--- src/rtl/servant_uart_pkg.sv ---
// Shared definitions for the servant UART receiver: FSM states, register map and baud helper.
package servant_uart_pkg;

    typedef enum logic [2:0] {
        StIdle,
        StStart,
        StData,
        StStop,
        StBreak
    } rx_state_t;

    localparam logic ADR_DATA   = 1'b0;
    localparam logic ADR_STATUS = 1'b1;

    localparam int unsigned STAT_VALID = 0;
    localparam int unsigned STAT_FULL  = 1;
    localparam int unsigned STAT_OVR   = 2;
    localparam int unsigned STAT_FERR  = 3;

    // Clocks per bit, rounded to nearest.
    function automatic int unsigned baud_div(input int unsigned clk, input int unsigned baud);
        return (clk + baud / 2) / baud;
    endfunction

endpackage

--- src/rtl/servant_uart_rx_fifo.sv ---
// Small receive FIFO; a push into a full FIFO is accepted when a pop happens in the same cycle.
module servant_uart_rx_fifo #(
    parameter int unsigned WIDTH = 8,
    parameter int unsigned DEPTH = 4
) (
    input  logic             clk,
    input  logic             rst,
    input  logic             push,
    input  logic             pop,
    input  logic [WIDTH-1:0] din,
    output logic [WIDTH-1:0] dout,
    output logic             empty,
    output logic             full,
    output logic             push_ok
);
    localparam int unsigned AW = $clog2(DEPTH);

    logic [WIDTH-1:0] mem [DEPTH];
    logic [AW-1:0]    wr_ptr_q, rd_ptr_q;
    logic [AW:0]      count_q;
    logic             do_pop;

    assign empty   = (count_q == '0);
    assign full    = (count_q == (AW + 1)'(DEPTH));
    assign do_pop  = pop & ~empty;
    assign push_ok = push & (~full | do_pop);
    assign dout    = mem[rd_ptr_q];

    always_ff @(posedge clk or posedge rst) begin
        if (rst) begin
            wr_ptr_q <= '0;
            rd_ptr_q <= '0;
            count_q  <= '0;
        end else begin
            if (push_ok) wr_ptr_q <= wr_ptr_q + 1'b1;
            if (do_pop)  rd_ptr_q <= rd_ptr_q + 1'b1;
            unique case ({push_ok, do_pop})
                2'b10:   count_q <= count_q + 1'b1;
                2'b01:   count_q <= count_q - 1'b1;
                default: count_q <= count_q;
            endcase
        end
    end

    always_ff @(posedge clk) begin
        if (push_ok) mem[wr_ptr_q] <= din;
    end

endmodule

--- src/rtl/servant_uart_rx.sv ---
// UART 8N1 receiver with a Wishbone slave interface, receive FIFO and pending-data interrupt.
module servant_uart_rx
    import servant_uart_pkg::*;
#(
    parameter int unsigned CLK_FREQ   = 16000000,
    parameter int unsigned BAUD       = 115200,
    parameter int unsigned FIFO_DEPTH = 4
) (
    input  logic        wb_clk,
    input  logic        wb_rst,
    input  logic        i_rx,
    input  logic        i_wb_adr,
    input  logic [31:0] i_wb_dat,
    input  logic        i_wb_we,
    input  logic        i_wb_cyc,
    output logic [31:0] o_wb_rdt,
    output logic        o_wb_ack,
    output logic        o_irq
);
    localparam int unsigned   DIV      = baud_div(CLK_FREQ, BAUD);
    localparam int unsigned   CW       = $clog2(DIV);
    localparam logic [CW-1:0] CNT_BIT  = CW'(DIV - 1);
    localparam logic [CW-1:0] CNT_HALF = CW'(DIV / 2 - 1);

    logic          rx_meta_q, rxs_q;
    rx_state_t     state_q;
    logic [CW-1:0] cnt_q;
    logic [2:0]    idx_q;
    logic [7:0]    sh_q;
    logic          ferr_q, ovr_q;
    logic [7:0]    head;
    logic          empty, full, push_ok;
    logic          stop_sample, push, pop, bus_req, rd_req, wr_status;
    logic [31:0]   status_word;
    logic          unused_dat;

    assign unused_dat = ^{i_wb_dat[31:4], i_wb_dat[1:0]};

    always_ff @(posedge wb_clk or posedge wb_rst) begin
        if (wb_rst) begin
            rx_meta_q <= 1'b1;
            rxs_q     <= 1'b1;
        end else begin
            rx_meta_q <= i_rx;
            rxs_q     <= rx_meta_q;
        end
    end

    always_ff @(posedge wb_clk or posedge wb_rst) begin
        if (wb_rst) begin
            state_q <= StIdle;
            cnt_q   <= '0;
            idx_q   <= '0;
            sh_q    <= '0;
        end else begin
            if (cnt_q != '0) cnt_q <= cnt_q - 1'b1;
            unique case (state_q)
                StIdle: if (!rxs_q) begin
                    cnt_q   <= CNT_HALF;
                    state_q <= StStart;
                end
                StStart: if (cnt_q == '0) begin
                    if (!rxs_q) begin
                        cnt_q   <= CNT_BIT;
                        idx_q   <= '0;
                        state_q <= StData;
                    end else begin
                        state_q <= StIdle;
                    end
                end
                StData: if (cnt_q == '0) begin
                    sh_q  <= {rxs_q, sh_q[7:1]};
                    cnt_q <= CNT_BIT;
                    if (idx_q == 3'd7) state_q <= StStop;
                    else               idx_q   <= idx_q + 1'b1;
                end
                StStop: if (cnt_q == '0) begin
                    state_q <= rxs_q ? StIdle : StBreak;
                end
                StBreak: if (rxs_q) state_q <= StIdle;
                default: state_q <= StIdle;
            endcase
        end
    end

    // The stop-bit sample pushes directly so a same-cycle DATA read can make room.
    assign stop_sample = (state_q == StStop) && (cnt_q == '0);
    assign push        = stop_sample & rxs_q;
    assign bus_req     = i_wb_cyc & ~o_wb_ack;
    assign rd_req      = bus_req & ~i_wb_we;
    assign pop         = rd_req & (i_wb_adr == ADR_DATA);
    assign wr_status   = bus_req & i_wb_we & (i_wb_adr == ADR_STATUS);

    servant_uart_rx_fifo #(
        .WIDTH (8),
        .DEPTH (FIFO_DEPTH)
    ) u_fifo (
        .clk     (wb_clk),
        .rst     (wb_rst),
        .push    (push),
        .pop     (pop),
        .din     (sh_q),
        .dout    (head),
        .empty   (empty),
        .full    (full),
        .push_ok (push_ok)
    );

    always_comb begin
        status_word             = '0;
        status_word[STAT_VALID] = ~empty;
        status_word[STAT_FULL]  = full;
        status_word[STAT_OVR]   = ovr_q;
        status_word[STAT_FERR]  = ferr_q;
    end

    always_ff @(posedge wb_clk or posedge wb_rst) begin
        if (wb_rst) begin
            ferr_q   <= 1'b0;
            ovr_q    <= 1'b0;
            o_wb_ack <= 1'b0;
            o_wb_rdt <= '0;
        end else begin
            // Setting has priority over a same-cycle W1C.
            ovr_q    <= (ovr_q & ~(wr_status & i_wb_dat[STAT_OVR])) | (push & ~push_ok);
            ferr_q   <= (ferr_q & ~(wr_status & i_wb_dat[STAT_FERR])) | (stop_sample & ~rxs_q);
            o_wb_ack <= bus_req;
            if (rd_req) begin
                if (i_wb_adr == ADR_STATUS) o_wb_rdt <= status_word;
                else                        o_wb_rdt <= empty ? 32'd0 : {24'd0, head};
            end
        end
    end

    assign o_irq = ~empty;

endmodule
--- config.mk ---
export PLATFORM = sky130hd
export DESIGN_NAME = servant_uart_rx
export DESIGN_NICKNAME = d
export VERILOG_FILES = /design/src/rtl/servant_uart_pkg.sv /design/src/rtl/servant_uart_rx_fifo.sv /design/src/rtl/servant_uart_rx.sv
export SDC_FILE = /design/constraint.sdc
export NUM_CORES = 1
export LEC_CHECK = 0
export ABC_AREA = 1
export CORE_UTILIZATION = 50
export DETAILED_ROUTE_END_ITERATION = 7
export PLACE_DENSITY = 0.77
export SETUP_SLACK_MARGIN = 0.02
export SLEW_MARGIN = 20
export SYNTH_ARGS = -nofsm -noshare
export SYNTH_HDL_FRONTEND = slang
export SYNTH_SLANG_ARGS = --single-unit
--- constraint.sdc ---
create_clock -name wb_clk -period 6.1 [get_ports wb_clk]
set_input_delay 1.22 -clock wb_clk [delete_from_list [all_inputs] [get_ports wb_clk]]
set_output_delay 1.22 -clock wb_clk [all_outputs]
set_load 0.005 [all_outputs]
; After elaboration in Yosys (flattened, before gate mapping)
; Memory sizes are Yosys's and may differ from the RTL's.
; Index checks and enable logic that the tools add are counted.
; Widths: inputs -> output; s select.
[op_classes]
order_cmp = 0
shifts = 0
n_reduce_logical = 10
bitwise = 26
multipliers = 0
n_mux = 25
div = 0
add_sub_neg = 6
n_eq_ne = 16
[op_table]
columns = op, count
row1 = $mux 8, 7
row2 = $mux 3, 11
row3 = $pmux 8 s3, 1
row4 = $ne 2x2->1 const B, 8
row5 = $pmux 3 s5, 1
row6 = $and 1x1->1, 14
row7 = $pmux 3 s2, 2
row8 = $eq 3x3->1 const B, 3
row9 = $not 1->1, 9
row10 = $logic_not 8->1, 1
row11 = $reduce_bool 8->1, 1
row12 = $sub 8x1->8 const B, 1
row13 = $add 3x1->3 const B, 2
row14 = $eq 3x2->1 const B, 2
row15 = $logic_not 3->1, 2
row16 = $reduce_and 6->1, 1
row17 = $reduce_and 5->1, 1
row18 = $add 2x1->2 const B, 2
row19 = $reduce_bool 2->1, 2
row20 = $eq 3x1->1 const B, 1
row21 = $or 1x1->1, 3
row22 = $sub 3x1->3 const B, 1
row23 = $eq 2x1->1 const B, 1
row24 = $eq 2x2->1 const B, 1
row25 = other kinds (4), 5
[word_totals]
n_memories = 1
in_bits = 38
mem_bits_rw = 32
mem_bits_ro = 0
output_inout_bits = 34
regBits = 66
latchBits = 0
[memory_table]
columns = memory, words, width, rd, rd_ports_with_merged_regs, write_ports, line
row1 = u_fifo.mem, 4, 8, 1, 0, 1, servant_uart_rx_fifo.sv:18  ; logic [WIDTH-1:0] mem [DEPTH];

; Depth between registers and ports, before layout
; Gate-level depths: netlist of the first run.
[depth]
ltp_word = 10
ltp_mapped = 13

; By module
; From an unflattened synthesis of the first run, not the netlist that was laid out.
[hier_totals]
hier_cells = 406
hier_area_um2 = 3774.9
[by_module_without_submodules]
columns = mod, seq_area_each_um2, instances, area_per_inst_um2, cells_each
row1 = servant_uart_rx, 878.3, 1, 2064.5, 256
row2 = servant_uart_rx_fifo, 1136.1, 1, 1710.4, 150

; Worst setup path before layout of the first run
; OpenSTA, ideal clock, no wires.
[synth_timing]
kind = input -> register
startpoint = input port i_wb_cyc
endpoint = register u_fifo.count_q[2]
setup_ns = 0.131
arrival_ns = 2.663
path_slack_ns = 3.306
path_stages = 10
n_path_buf = 0
required_ns = 5.969
cell_sequence = inv_1 nor2_4 nand3_1 nor2_4 ha_1 inv_1 fa_1 a21oi_1 o21ai_0 xor2_1
[synth_via]
elab_chain_len = 8
[synth_lines]
columns = element, line
row1 = "start, declared", servant_uart_rx.sv:15  ; input logic i_wb_cyc,
row2 = $and 1x1->1 (*), servant_uart_rx.sv:89  ; assign bus_req = i_wb_cyc & ~o_wb_ack;
row3 = named net bus_req, servant_uart_rx.sv:33  ; logic stop_sample, push, pop, bus_req, rd_req, wr_status;
row4 = $and 1x1->1 (*), servant_uart_rx.sv:90  ; assign rd_req = bus_req & ~i_wb_we;
row5 = $and 1x1->1 (*), servant_uart_rx.sv:91  ; assign pop = rd_req & (i_wb_adr == ADR_DATA);
row6 = $and 1x1->1 (*), servant_uart_rx_fifo.sv:25  ; assign do_pop = pop & ~empty;
row7 = named net u_fifo.do_pop, servant_uart_rx_fifo.sv:21  ; logic do_pop;
row8 = $or 1x1->1, servant_uart_rx_fifo.sv:26  ; assign push_ok = push & (~full | do_pop);
row9 = $and 1x1->1, servant_uart_rx_fifo.sv:26
row10 = $eq 2x1->1 / $eq 2x2->1 (equally long branches), servant_uart_rx_fifo.sv:37  ; unique case ({push_ok, do_pop})
row11 = $pmux 3 s2 / $reduce_bool 2->1 (equally long branches), --
row12 = "end signal, assigned", servant_uart_rx_fifo.sv:38  ; 2'b10: count_q <= count_q + 1'b1;
row13 = "end signal, assigned", servant_uart_rx_fifo.sv:39  ; 2'b01: count_q <= count_q - 1'b1;
row14 = "end signal, assigned", servant_uart_rx_fifo.sv:40  ; default: count_q <= count_q;
row15 = "end, declared", servant_uart_rx_fifo.sv:20  ; logic [AW:0] count_q;
; The timed path passes the listed nets; every way through them passes the cells marked *.
; A chain may end at the register's enable or synchronous reset.

; Worst setup path in the final report of the first run
[layout_timing]
startpoint = input port i_wb_adr
endpoint = register u_fifo.count_q[2]
[layout_via]
elab_chain_len = 7
[layout_lines]
columns = element, line
row1 = "start, declared", servant_uart_rx.sv:12  ; input logic i_wb_adr,
row2 = $not 1->1 (*), servant_uart_rx.sv:91
row3 = $and 1x1->1 (*), servant_uart_rx.sv:91
row4 = $and 1x1->1 (*), servant_uart_rx_fifo.sv:25
row5 = $or 1x1->1, servant_uart_rx_fifo.sv:26
row6 = $and 1x1->1, servant_uart_rx_fifo.sv:26
row7 = $eq 2x1->1 / $eq 2x2->1 (equally long branches), servant_uart_rx_fifo.sv:37
row8 = $pmux 3 s2 / $reduce_bool 2->1 (equally long branches), --
; Every way passes the cells marked *; elsewhere a longest branch is shown, timed or not.

==> impl_metrics.tcl, run 1 <==
set metrics [dict create \
    num-fill-cells 593 \
    crit_family "buffers and inverters" \
    place_congestion 0.7898 \
    outcome "complete, no violations" \
    vdd_ir_drop_max_mv 0.1702 \
    clockBufferDepth 2 \
    cp-start-kind "input pin" \
    cts_buffers 9 \
    ys_seq_area_share_pct 54.72 \
    arrival_ps 3380 \
    dr.pass1.iters 4 \
    synth_common_cells "94 x nand2_1, 45 x nand3_1, 40 x dfrtp_1" \
    hold_start "rx_meta_q$_DFF_PP1_" \
    coreArea_mm2 0.006944 \
    stdcell_area_mm2 0.004044 \
    min_period_ps 3161 \
    p_leak_uw 0.001946 \
    clkLatencyLatePin_ps 340 \
    cellPowerDensity_mw_per_mm2 300.6 \
    placed_cells 500 \
    synthTopCellsByArea "dfrtp_1 27%, edfxtp_1 26%, nand2_1 9.6%" \
    fmax_mhz 316.3 \
    track_usage_pct 18.58 \
    hold_path_end "rxs_q$_DFF_PP1_" \
    crit_slowest_cell "clkdlybuf4s50_1" \
    ys.flop_type "dfrtp_1" \
    syn_area_mm2 0.003681 \
    wirelength_um 6395 \
    critPathKind "in -> reg" \
    swShare_pct 27.92 \
    synth_area_per_cell_um2 9.319 \
    hold_depth 0 \
    fin_cells 516 \
    worst_r2r_endpoint "u_fifo.mem[0][5]$_DFFE_PP_" \
    syn_inst 395 \
    cts_tree "built" \
    post_cts_buffers 0 \
    num_rows 30 \
    skew_ps 8.066 \
    ys_ff_latch 74 \
    setup_viol 0 \
    grt_setup_unrepaired "false" \
    holdCritPathClass "reg -> reg" \
    start_util_pct 53.01 \
    p_seq_share_pct 49.5 \
    antenna_cells 0 \
    die_h_um 87.80 \
    wl_per_cell_um 12.39 \
    io_pins 72 \
    hold_violations 0 \
    p_comb_share_pct 17.2 \
    synth_most_common_cell "nand2_1" \
    via_count 2545 \
    synth_edf_count 32 \
    die-area_mm2 0.007709 \
    yosysWarnings 0 \
    crit_top_cell "inv_1" \
    internal_power_uw 876.1 \
    end_kind "flip-flop" \
    finish.net_count 464 \
    root_buffer "clkbuf_8" \
    synth_top_area_cell "dfrtp_1" \
    drv_cap 0 \
    numPortBuffers 17 \
    first_iter_violations 150 \
    setup_tns_ps 0 \
    cts_max_level 3 \
    slowest_delay_ps 570 \
    grt_overflow 0 \
    slew_headroom_pct 48.50 \
    cp_max_fo 7 \
    reg2reg_from "cnt_q[0]$_DFF_PP0_" \
    drv_slew 0 \
    die_x_um 87.80 \
    viasPerCell 4.932 \
    yosys.area.top_type_share_pct 27.19 \
    crit_chain "clkdlybuf4s50_1, inv_1, nand3_1, nand3_2, nand3_4, ha_1, inv_1, fa_1, a21oi_1, o21ai_0, xor2_1" \
    drive_gt1_share_pct 8.810 \
    crit_start "i_wb_adr" \
    synthArstFlopShare_pct 56.76 \
    yosysUniqueCellTypes 31 \
    hpwl_um 4531 \
    ant_nets 0 \
    cts.sinks 74 \
    place_area_mm2 0.003827 \
    antenna_found_initial 0 \
    p_sw_uw 339.4 \
    path_clk_slew_ps 80 \
    worst_pin_slew_ps 769.6 \
    syn2layout_area_growth_pct 9.857 \
    drc 0 \
    grt_pass1_wl_um 10850 \
    finalCritPeriodShare_pct 51.83 \
    reg2reg_slack_ps 3790 \
    worstPathRequired_ps 6320 \
    critPathBufInv 3 \
    hold_buffers 0 \
    cts_resized 0 \
    pwr-share-clk_pct 33.3 \
    grt_start_max_net_pins 43 \
    r2r_cells 8 \
    finalPower_uw 1216 \
    grt_pass1_vias 2444 \
]
==> power by group through the flow <==
stage | Clock, uW | Sequential [uW] | Combinational (uW)
final | 405 | 602 | 209
after floorplan | 0 | 582 | 171
after CTS | 415 | 601 | 211
after global placement | 0 | 609 | 203
after detailed placement | 0 | 612 | 209
after global routing | 437 | 608 | 237
==> flip-flops by register name (all words and copies together), names as in the netlist <==
name             count
ovr_q                1
rxs_q                1
u_fifo.rd_ptr_q      2
idx_q                3
cnt_q                8
o_wb_rdt             8
u_fifo.count_q       3
u_fifo.mem          32
state_q              3
o_wb_ack             1
ferr_q               1
sh_q                 8
u_fifo.wr_ptr_q      2
rx_meta_q            1
==> worst register-to-register path: stages (launching register included) <==
cell and delay (ps):
dfrtp_1 380, inv_1 130, ha_1 190, nand2_1 60, nor2_1 120, nand2_2 180, nor2_4 170, nand3_4 110
nor2_1 610
==> final cells by class <==
class / count / area [um2] / area share (%)
sequential: 74 / 2014 / 49.81
multi-input combinational: 268 / 1350 / 33.38
timing repair buffer: 18 / 177.7 / 4.394
inverter: 44 / 165.2 / 4.084
clock buffer: 10 / 127.6 / 3.156
tap: 96 / 120.1 / 2.970
clock inverter: 6 / 88.84 / 2.197
==> cell usage in the layout, fill, tap and decap left out, types with 2 or more instances in the layout <==
master	instances
o21ai_1	3
edfxtp_1	32
a21oi_1	5
a21boi_0	2
dfrtp_1	40
clkbuf_8	9
nand2_1	94
nand2_2	5
o21ai_0	19
nor2_1	36
inv_2	5
dfstp_2	2
ha_1	10
xnor2_1	3
nor2_4	6
clkdlybuf4s50_1	17
nand4_1	3
nand3_1	45
xor2_1	4
bufinv_16	2
conb_1	24
inv_1	39
==> worst max-delay path by stage <==
stage | endpoint | cells past startpoint
floorplan | u_fifo.count_q[2]$_DFFE_PP0P_ | 10
global placement | u_fifo.count_q[2]$_DFFE_PP0P_ | 11
detailed placement | u_fifo.count_q[2]$_DFFE_PP0P_ | 11
CTS | u_fifo.count_q[2]$_DFFE_PP0P_ | 11
global route | u_fifo.count_q[2]$_DFFE_PP0P_ | 11
finish | u_fifo.count_q[2]$_DFFE_PP0P_ | 11
==> per-stage QoR <==
| stage | setup WS [ps] | hold slack, ps | utilization [%] |
|---|---|---|---|
| 6_report | 2939 | 357.1 | 58.23 |
| 5_1_grt | 2762 | 367.1 | 58.23 |
| 4_1_cts | 2967 | 358.4 | 58.23 |
| 3_5_place_dp | 2610 | 346.9 | 55.12 |
| 3_3_place_gp | 2652 | 345.8 | 55.12 |
| 2_1_floorplan | 3306 | 345.2 | - |
==> layer usage <==
metal  part of all wire (%)  track usage (%)  routed length, um
met1                     42            20.74               2689
met2                     53            34.46               3382
met3                    3.9            5.655                251
met5                      0                0                  0
met4                    1.1            4.471                 73
==> cells by family (layout without fill, tap and decap cells) <==
kind of cell	Yosys count	count (layout)	synth area share (%)
other cells	1	24	0.1019
simple gates	194	194	23.96
fa+ha+maj	11	11	3.943
flops	74	74	54.72
compound gates	32	32	4.657
xor+xnor	7	7	1.666
buf+inv	76	78	10.95
Note: power is estimated with default switching activity, not from simulation.
==> run 2, diff against run 1 <==
Clock period 6.1 ns to 3 ns, I/O delays scaled along.
==> impl_metrics.tcl, run 2 (synthesized netlist as in run 1, its figures left out) <==
set metrics [dict create \
    antenna_found_initial 0 \
    first_iter_violations 103 \
    slowest_delay_ps 480 \
    cts_max_level 3 \
    cp_max_fo 7 \
    outcome "complete, no violations" \
    clkLatencyLatePin_ps 340 \
    num-fill-cells 598 \
    drv_cap 0 \
    worst_pin_slew_ps 647.5 \
    drive_gt1_share_pct 10.77 \
    cellPowerDensity_mw_per_mm2 572.8 \
    place_area_mm2 0.003880 \
    cts.sinks 74 \
    fmax_mhz 414.0 \
    die-area_mm2 0.007709 \
    stdcell_area_mm2 0.004058 \
    cp-start-kind "input pin" \
    critPathBufInv 3 \
    critPathKind "in -> reg" \
    setup_viol 0 \
    num_rows 30 \
    grt_setup_unrepaired "false" \
    grt_start_max_net_pins 25 \
    end_kind "flip-flop" \
    crit_slowest_cell "clkdlybuf4s50_1" \
    hold_violations 0 \
    via_count 2497 \
    path_clk_slew_ps 80 \
    wl_per_cell_um 12.16 \
    post_cts_buffers 0 \
    dr.pass1.iters 4 \
    holdCritPathClass "reg -> reg" \
    multiInputGateArea_mm2 0.001350 \
    die_x_um 87.80 \
    r2r_cells 11 \
    coreArea_mm2 0.006944 \
    hold_buffers 0 \
    hpwl_um 4607 \
    mostFrequentLayoutCells "94 x nand2_1, 45 x nand3_1, 40 x dfrtp_1" \
    place_congestion 0.8592 \
    finish.net_count 471 \
    track_usage_pct 19.27 \
    grt_pass1_vias 2495 \
    worst-path-stages 11 \
    crit_family "buffers and inverters" \
    numPortBuffers 17 \
    p_leak_uw 0.001973 \
    ff_latch_area_mm2 0.002014 \
    largest-register "u_fifo.mem" \
    vdd_ir_drop_max_mv 0.3299 \
    grt_pass1_wl_um 11020 \
    drc 0 \
    viasPerCell 4.774 \
    largest_register_ffs 32 \
    crit_top_cell "inv_1" \
    cts_tree "built" \
    root_buffer "clkbuf_8" \
    setup_tns_ps 0 \
    slew_headroom_pct 56.84 \
    syn2layout_area_growth_pct 10.23 \
    start_util_pct 53.01 \
    worstPathRequired_ps 3220 \
    cts_resized 0 \
    wirelength_um 6360 \
    ant_nets 0 \
    die_h_um 87.80 \
    finalCritPeriodShare_pct 80.52 \
    hold_depth 0 \
    antenna_cells 0 \
    cts_buffers 9 \
    skew_ps 12.35 \
    final_common_cell "nand2_1" \
    min_period_ps 2416 \
    io_pins 72 \
    crit_chain "clkdlybuf4s50_1, inv_1, nand3_1, nand3_2, nand3_4, ha_1, inv_1, fa_1, a21oi_1, o21ai_0, xor2_1" \
    arrival_ps 2630 \
    clockBufferDepth 2 \
    drv_slew 0 \
    grt_overflow 0 \
]
==> run 2: report_power, final <==
group | switching, uW | internal, uW | total (uW) | leakage (uW)
Sequential | 101 | 1120 | 1220 | 0.000918
Clock | 374 | 307 | 681 | 0.0000939
Combinational | 228 | 193 | 421 | 0.000961
==> run 2: per-stage QoR <==
| stage | hold WS, ps | std cells | worst slack (ps) | util [%] | total power, uW |
|---|---|---|---|---|---|
| 2_1_floorplan | 345.2 | 418 | 825.7 | - | 1531 |
| 3_3_place_gp | 347.0 | 507 | 285.2 | 55.87 | 1652 |
| 3_5_place_dp | 347.2 | 507 | 226.3 | 55.87 | 1669 |
| 4_1_cts | 358.5 | 523 | 593.6 | 58.43 | 2356 |
| 5_1_grt | 367.2 | 523 | 423.6 | 58.43 | 2469 |
| 6_report | 357.0 | 523 | 584.3 | 58.43 | 2324 |
==> run 2: cell type report <==
type	instances	area share, %
Inverter	44	4.070
Timing Repair Buffer	25	5.674
Sequential cell	74	49.65
Multi-Input combinational cell	268	33.27
Clock inverter	7	1.326
Clock buffer	9	3.053
Tap cell	96	2.960
==> run 2: worst reg2reg max path, stage by stage, from the launching register on <==
cell and delay, ps:
dfrtp_1 390, inv_1 120, ha_1 190, nand2_1 60
nor2_1 120, nand2_2 180, nor2_4 180, nand3_4 110
ha_1 210, inv_1 90, fa_1 410, o21ai_0 160
==> run 2: layer usage <==
layer  GRT usage [%]  part of all wire [%]
met5               0                     0
met4           5.663                  0.38
met3           6.692                   3.3
met2           34.60                    54
met1           21.54                    43
==> run 2: worst paths after layout <==
path,slack (ps),from,to
max,580,i_wb_adr,u_fifo.count_q[2]$_DFFE_PP0P_
min,360,rx_meta_q$_DFF_PP1_,rxs_q$_DFF_PP1_
max reg2reg,710,cnt_q[0]$_DFF_PP0_,u_fifo.count_q[1]$_DFFE_PP0P_
min reg2reg,360,rx_meta_q$_DFF_PP1_,rxs_q$_DFF_PP1_
max in group asynchronous,2090,wb_rst,rx_meta_q$_DFF_PP1_
min in group asynchronous,600,wb_rst,o_wb_rdt[7]$_DFFE_PP0N_
